<file path="config.mk">
export PLATFORM = sky130hd
export DESIGN_NAME = fifo_ctrl
export DESIGN_NICKNAME = d
export VERILOG_FILES = /design/src/rtl/fifo_ctrl_pkg.sv /design/src/rtl/fifo_ptr.sv /design/src/rtl/fifo_ctrl.sv
export SDC_FILE = /design/constraint.sdc
export NUM_CORES = 1
export LEC_CHECK = 0
export CAP_MARGIN = 20
export CELL_PAD_IN_SITES_DETAIL_PLACEMENT = 0
export CELL_PAD_IN_SITES_GLOBAL_PLACEMENT = 1
export CORE_UTILIZATION = 35
export CTS_BUF_LIST = sky130_fd_sc_hd__clkbuf_4 sky130_fd_sc_hd__clkbuf_8 sky130_fd_sc_hd__clkbuf_16
export DETAILED_ROUTE_END_ITERATION = 7
export PLACE_DENSITY = 0.85
export SETUP_SLACK_MARGIN = 0.4
export SYNTH_ARGS = -nofsm -noshare
export SYNTH_HDL_FRONTEND = slang
export SYNTH_SLANG_ARGS = --single-unit
</file>
<file path="constraint.sdc">
create_clock -name clk -period 3.1 [get_ports clk]
set_clock_uncertainty 0.15 [all_clocks]
set_input_delay 0.31 -clock clk [delete_from_list [all_inputs] [get_ports clk]]
set_output_delay 0.31 -clock clk [all_outputs]
set_load 0.01 [all_outputs]
</file>
<file path="src/rtl/fifo_ctrl_pkg.sv">
// Shared definitions for the FIFO controller: state encodings and depth helper.
package fifo_ctrl_pkg;

  typedef enum logic [2:0] {
    ST_RESET  = 3'd0,
    ST_INIT   = 3'd1,
    ST_IDLE   = 3'd2,
    ST_ACTIVE = 3'd3,
    ST_ERROR  = 3'd4
  } state_t;

  function automatic int unsigned fifo_depth(input int unsigned qsize);
    return 32'd1 << qsize;
  endfunction

endpackage

</file>
<file path="src/rtl/fifo_ptr.sv">
// Wrapping pointer register; advances by one on i_inc and wraps at 2**W.
module fifo_ptr #(
  parameter int unsigned W = 3
) (
  input  logic         clk,
  input  logic         rst,
  input  logic         i_inc,
  output logic [W-1:0] o_ptr
);

  logic [W-1:0] r_ptr;

  always_ff @(posedge clk or posedge rst) begin
    if (rst) begin
      r_ptr <= '0;
    end else if (i_inc) begin
      r_ptr <= r_ptr + W'(1);
    end
  end

  assign o_ptr = r_ptr;

endmodule

</file>
<file path="src/rtl/fifo_ctrl.sv">
// FIFO control block: pointers, occupancy, status flags, sticky error and
// the RESET/INIT/IDLE/ACTIVE/ERROR sequencing around the storage array.
module fifo_ctrl
  import fifo_ctrl_pkg::*;
#(
  parameter int unsigned MAIN_QUEUE_SIZE = 3
) (
  input  logic                       clk,
  input  logic                       reset,
  input  logic                       init,
  input  logic [MAIN_QUEUE_SIZE:0]   umbral_alto,
  input  logic [MAIN_QUEUE_SIZE:0]   umbral_bajo,
  input  logic                       push,
  input  logic                       pop,
  output logic                       wr_en,
  output logic                       rd_en,
  output logic [MAIN_QUEUE_SIZE-1:0] ptr_write,
  output logic [MAIN_QUEUE_SIZE-1:0] ptr_read,
  output logic                       mem_reset_L,
  output logic [MAIN_QUEUE_SIZE:0]   count,
  output logic                       full,
  output logic                       empty,
  output logic                       almost_full,
  output logic                       almost_empty,
  output logic                       error,
  output logic [2:0]                 state
);

  localparam int unsigned DEPTH = fifo_depth(MAIN_QUEUE_SIZE);
  localparam int unsigned CW    = MAIN_QUEUE_SIZE + 1;
  localparam logic [CW-1:0] C_DEPTH    = CW'(DEPTH);
  localparam logic [CW-1:0] C_ALTO_RST = CW'(DEPTH - 1);
  localparam logic [CW-1:0] C_BAJO_RST = CW'(1);

  state_t        r_state;
  logic [CW-1:0] r_count;
  logic [CW-1:0] r_alto;
  logic [CW-1:0] r_bajo;
  logic          r_error;
  logic          r_mem_reset_L;

  logic          w_op_en;
  logic          w_full;
  logic          w_empty;
  logic          w_wr;
  logic          w_rd;
  logic          w_overflow;
  logic          w_underflow;
  logic [CW-1:0] w_count_next;

  always_comb begin
    w_full       = (r_count == C_DEPTH);
    w_empty      = (r_count == '0);
    // A configuration request in IDLE wins over push/pop so no entry is
    // written while heading back into INIT.
    w_op_en      = (r_state == ST_ACTIVE) || ((r_state == ST_IDLE) && !init);
    w_wr         = w_op_en & push & (~w_full | pop);
    w_rd         = w_op_en & pop & ~w_empty;
    w_overflow   = w_op_en & push & w_full & ~pop;
    w_underflow  = w_op_en & pop & w_empty;
    w_count_next = r_count + CW'(w_wr) - CW'(w_rd);
  end

  fifo_ptr #(.W(MAIN_QUEUE_SIZE)) u_wr_ptr (
    .clk   (clk),
    .rst   (reset),
    .i_inc (w_wr),
    .o_ptr (ptr_write)
  );

  fifo_ptr #(.W(MAIN_QUEUE_SIZE)) u_rd_ptr (
    .clk   (clk),
    .rst   (reset),
    .i_inc (w_rd),
    .o_ptr (ptr_read)
  );

  always_ff @(posedge clk or posedge reset) begin
    if (reset) begin
      r_state       <= ST_RESET;
      r_count       <= '0;
      r_error       <= 1'b0;
      r_mem_reset_L <= 1'b0;
      r_alto        <= C_ALTO_RST;
      r_bajo        <= C_BAJO_RST;
    end else begin
      r_count <= w_count_next;
      case (r_state)
        ST_RESET: begin
          r_state       <= ST_INIT;
          r_mem_reset_L <= 1'b1;
        end
        ST_INIT: begin
          if (init) begin
            r_alto <= umbral_alto;
            r_bajo <= umbral_bajo;
          end else begin
            r_state <= ST_IDLE;
          end
        end
        ST_IDLE: begin
          if (w_underflow) begin
            r_state <= ST_ERROR;
            r_error <= 1'b1;
          end else if (init) begin
            r_state <= ST_INIT;
          end else if (w_wr) begin
            r_state <= ST_ACTIVE;
          end
        end
        ST_ACTIVE: begin
          if (w_overflow) begin
            r_state <= ST_ERROR;
            r_error <= 1'b1;
          end else if (w_count_next == '0) begin
            r_state <= ST_IDLE;
          end
        end
        ST_ERROR: r_state <= ST_ERROR;
        default: begin
          r_state <= ST_ERROR;
          r_error <= 1'b1;
        end
      endcase
    end
  end

  assign wr_en        = w_wr;
  assign rd_en        = w_rd;
  assign mem_reset_L  = r_mem_reset_L;
  assign count        = r_count;
  assign full         = w_full;
  assign empty        = w_empty;
  assign almost_full  = (r_count >= r_alto);
  assign almost_empty = (r_count <= r_bajo);
  assign error        = r_error;
  assign state        = r_state;

endmodule

</file>
Word level (Yosys, flattened, before mapping)
Cells that the tools add are included.

Bitwise logic cells: 12. Add/sub/neg operators: 4. Equality and inequality tests: 10. Order comparisons: 2. Reductions and logical operators: 10. Multiplexer cells: 10.

Operators by type and width (number): $mux 3 (6); $pmux 3 s4 (1); $logic_not 4->1 (2); $and 1x1->1 (7); $add 3x1->3 const B (2); $eq 3x2->1 const B (2); $ne 2x2->1 const B (3); $reduce_and 3->1 (2); $add 4x1->4 (1); $eq 4x4->1 const B (1); $ge 4x4->1 (1); $le 4x4->1 (1); $ne 4x4->1 const B (1); $not 1->1 (4); $sub 4x1->4 (1); $eq 3x1->1 const B (1); $eq 3x3->1 const B (1); $logic_not 3->1 (1); $ne 3x2->1 const B (1); $pmux 1 s3 (1); $reduce_or 3->1 (1); $mux 1 (2); $reduce_and 2->1 (1); $logic_and 1x1->1 (1); other kinds (3) (3).

Logic and storage cells: 56. Bits in registers: 23. Output and inout port bits: 21. Input port bits: 13.

Logic depth before layout (Yosys ltp)
Word-level depth: 11. Mapped depth: 13. Mapped depth without buffers: 12.

Cells and area by module
From an unflattened synthesis, not the netlist that was laid out.

Cell total of the unflattened synthesis: 126. Area total of the unflattened synthesis: 1357.6 µm².

Modules (own cells, without submodules): fifo_ctrl (cells an instance 108, area an instance 1102.3 µm², instances 1); fifo_ptr (cells an instance 9, area an instance 127.6 µm², instances 2).

Worst setup path after synthesis
No wires, ideal clock.

Kind: reg-to-reg. Start point: register r_state[2] (netlist: state[2]). End point: register r_state[0] (netlist: state[0]). Library setup time: 130 ps. Clock period less this slack: 2816 ps. Path slack: 284 ps. Data arrival time: 2535 ps. Cell stages (with the launch flop): 14. Path buffers: 2. Path through: dfrtp_1 > buf_4 > nand2b_4 > a21oi_4 > and3_1 > buf_4 > ha_1 > inv_1 > ha_1 > inv_1 > fa_1 > inv_1 > o41ai_1 > a21oi_1.

RTL lines: start: declaration (line fifo_ctrl.sv:35) `state_t r_state;`; start signal: assignment (line fifo_ctrl.sv:80) `r_state <= ST_RESET;`; start signal: assignment (line fifo_ctrl.sv:90) `r_state <= ST_INIT;`; start signal: assignment (line fifo_ctrl.sv:98) `r_state <= ST_IDLE;`; $eq 3x2->1 (line fifo_ctrl.sv:56) `w_op_en = (r_state == ST_ACTIVE) || ((r_state == ST_IDLE) && !init);`; $logic_and 1x1->1 (line fifo_ctrl.sv:56); $logic_or 1x1->1 (*) (line fifo_ctrl.sv:56); $and 1x1->1 (*) (2 in series) (line fifo_ctrl.sv:58) `w_rd = w_op_en & pop & ~w_empty;`; net rd_en (line fifo_ctrl.sv:16) `output logic rd_en,`; $sub 4x1->4 (*) (line fifo_ctrl.sv:61) `w_count_next = r_count + CW'(w_wr) - CW'(w_rd);`; net w_count_next[1] (line fifo_ctrl.sv:49) `logic [CW-1:0] w_count_next;`; $logic_not 4->1 (*) (line fifo_ctrl.sv:115) `end else if (w_count_next == '0) begin`; $ne 3x2->1 (no source line) (*); $reduce_and 3->1 (no source line) (*).

Mark *: on every way through the listed nets, which the timed path passes. The rest lies on a longest branch. A chain may end at the register's enable or synchronous reset.

Worst setup path in the final report
Start point: register r_state[1] (netlist: state[1]). End point: register r_state[0] (netlist: state[0]).

Cells in the longest elaborated chain, start to end: 10.

RTL lines: $eq 3x2->1 (line fifo_ctrl.sv:56); $logic_and 1x1->1 (line fifo_ctrl.sv:56); $logic_or 1x1->1 (*) (line fifo_ctrl.sv:56); $and 1x1->1 (2 in series) (line fifo_ctrl.sv:57) `w_wr = w_op_en & push & (~w_full | pop);`; $add 4x1->4 (line fifo_ctrl.sv:61); $sub 4x1->4 (*) (line fifo_ctrl.sv:61); net w_count_next[1] (line fifo_ctrl.sv:49); $logic_not 4->1 (*) (line fifo_ctrl.sv:115); $ne 3x2->1 (no source line) (*); $reduce_and 3->1 (no source line) (*).

Marks and branches as above.

==> results.ini <==
[status]
status=complete, no violations

[finish]
area_growth_syn_to_layout_pct=37.4
multiInputGateArea_sq_um=723
regArea_sq_um=584
drive_above_1_share_pct=23.5
final_nets=201
nFillCells=344
antenna_cells=0

[placed_design]
gp_routability_congestion=0.846
numPortBuffers=33
dp_hpwl_mm=2.09

[synth]
synth_edf_count=0
synthCells=130
async_flop_share_pct=100
ys_ff_latch=23
synth_area_sq_um=1360
synth_warnings=0
postSynthAreaPerCell_sq_um=10.5
syn_nets=160
ys_types=37
seq_area_frac_synth_pct=42.6
synth_ff_type=dfrtp_1

[pwr]
leakage_nw=0.826
peakVddDrop_mv=0.604
cellPowerDensity_nw_per_um2=935

[global_routing]
grt_pass1_wl_mm=4.76
grt_util_met3_pct=3.75
antenna_found_initial=0
use_met1_pct=19.1
grt_overflow=0
top_usage_layer=met2
grt_max_degree=24
grt_pass1_vias=1060
grtUsageTotal_pct=14.9
use_met2_pct=24.7

[detailed_routing]
first_iter_violations=31
routed_wl_mm=2.78
viasPerCell=4.67
dr.pass1.iters=4
drc_errors=0
avgRoutedWirePerCell_um=12.7
ant_nets=0
vias=1018

[min_path]
hold_class=register to register
worstHoldStart=mem_reset_L

[floorplan]
initial_core_util_pct=36.9
die_y_um=64.4
die_x_um=64.4
rows=22
io_pins=34
core_sq_um=3690
die_area_sq_um=4140

[critical_path]
endpoint_kind=register
crit_path_start_kind=register
path_cells=nand2b_4 -> a21oi_4 -> and3_4 -> ha_4 -> inv_2 -> ha_4 -> inv_2 -> fa_1 -> inv_1 -> o41ai_2 -> a21oi_1
cp_max_fo=8
slowest_delay_ns=0.49
cp_data_required_time_ns=3.10
cp_num_buf_inv=3
crit_type=register to register
critPathTopFamily=adder cells
worstReg2RegStart=state[1]
cp_slowest_cell=dfrtp_2
crit_start=state[1]
arrival_ns=2.66

[clock_tree]
cts_root_buffer=clkbuf_8
clk_latency_ns=0.27
numCtsBuffers=3
clk_path_buf_depth=2
clk_pin_slew_ns=0.08
h-tree-depth=1
clkSinkCount=23
cts_tree=built

[job]
maxCapViolCount=0

[timing]
worstMarginPinSlew_ns=0.903
hold_viol=0
finalSetupTns_ns=0
fin_crit_ns=2.66
slew_violations=0
rsz0062_at_grt=yes
fmax_ghz=0.377
max_slew_margin_pct=39.8
setup_viol=0
holdWs_ns=0.332
finalCritPeriodShare_pct=85.7

## kinds of logic after synthesis
kind of cell | Yosys count | share of synthesized area [%]
AO/OA/AOI/OAI | 25 | 12.6
XOR/XNOR | 6 | 4.41
adder cells (fa/ha/maj) | 17 | 16.2
buffers and inverters | 24 | 7.35
flip-flops | 23 | 42.6
multiplexers | 4 | 3.58
AND/OR/NAND/NOR | 31 | 13.2
## routing by layer
layer / vias to the layer above / part of all wire, %
met3: 4 / 4.8
met5: - / 0
li1: 512 / -
met1: 477 / 46
met2: 25 / 48
met4: 0 / 1.2
## area by class of cell
type	instances	area share, %
multi-input combinational	83	38.7
sequential	23	31.2
timing repair buffer	40	20.4
inverter	20	4.01
tap	48	3.21
clock buffer	3	2.21
clock inverter	1	0.268
## cell usage after synthesis (2+ instances only)
cell / n / area share, %
nand2b_1: 3 / 1.4
xor2_1: 3 / 1.9
a21o_1: 2 / 1.1
dfstp_2: 4 / 7.7
nor2_1: 5 / 1.4
dfrtp_1: 19 / 35
nand2_1: 10 / 2.8
nor3_1: 2 / 0.74
and3_1: 2 / 0.92
inv_1: 19 / 5.2
buf_4: 2 / 1.1
ha_1: 16 / 15
o21ai_0: 9 / 3.3
mux2_2: 3 / 2.5
a21oi_1: 7 / 2.6
xnor2_1: 2 / 1.3
nor2b_1: 2 / 0.92
## path summary, 6_finish.rpt
kind,endpoint,slack (ns),depth (start not counted)
worst max-delay path,state[0],0.44,11
worst min-delay path,mem_reset_L,0.33,1
worst max register to register,state[0],0.44,11
worst min register to register,mem_reset_L,0.33,1
max in group asynchronous,count[3],1.81,2
min in group asynchronous,u_rd_ptr.o_ptr[0],0.38,2
## sequential cells by signal, indices dropped and copies added (netlist names)
name and flops:
state 3, u_wr_ptr.o_ptr 3, mem_reset_L 1, count 4, r_bajo 4, error 1, r_alto 4, u_rd_ptr.o_ptr 3
## power breakdown
part	total (mW)	internal, mW	switching [mW]
Sequential	0.543	0.452	0.0909
Combinational	1.01	0.535	0.479
Clock	0.192	0.0900	0.102
Total	1.75	1.08	0.672
## stage by stage
stage / utilization, % / power (mW) / worst slack, ns / area (sq um) / instances
after CTS: 49.7 / 1.73 / 0.403 / 1830 / 214
after global routing: 50.7 / 1.92 / 0.341 / 1870 / 218
after detailed placement: 48.2 / 1.52 / 0.164 / 1780 / 209
after floorplan: - / 1.13 / 0.375 / 1410 / 130
after global placement: 48.2 / 1.48 / 0.248 / 1780 / 209
final: 50.7 / 1.75 / 0.445 / 1870 / 218
## cells in the final DEF (no fill, tap or decap), types with 2 or more instances in the layout
cell and count:
buf_4 7, dfrtp_2 3, inv_1 15, mux2_2 3, inv_2 5, xor2_1 3
o21ai_0 9, a21o_1 2, ha_4 2, nor2b_1 2, clkbuf_8 3, clkdlybuf4s50_1 32
nand2_1 10, dfstp_2 4, nand2b_1 3, a21oi_1 7, nor2_1 4, xnor2_1 2
dfrtp_1 16, ha_1 13, nor3_1 2
## repair_timing
action / CTS / global route
setup buffers: 1 / 4
endpoints found under the setup margin: 2 / 2
gates resized for setup: 3 / 5
hold buffers: 0 / 0
Note: power is estimated with default switching activity, not from simulation.
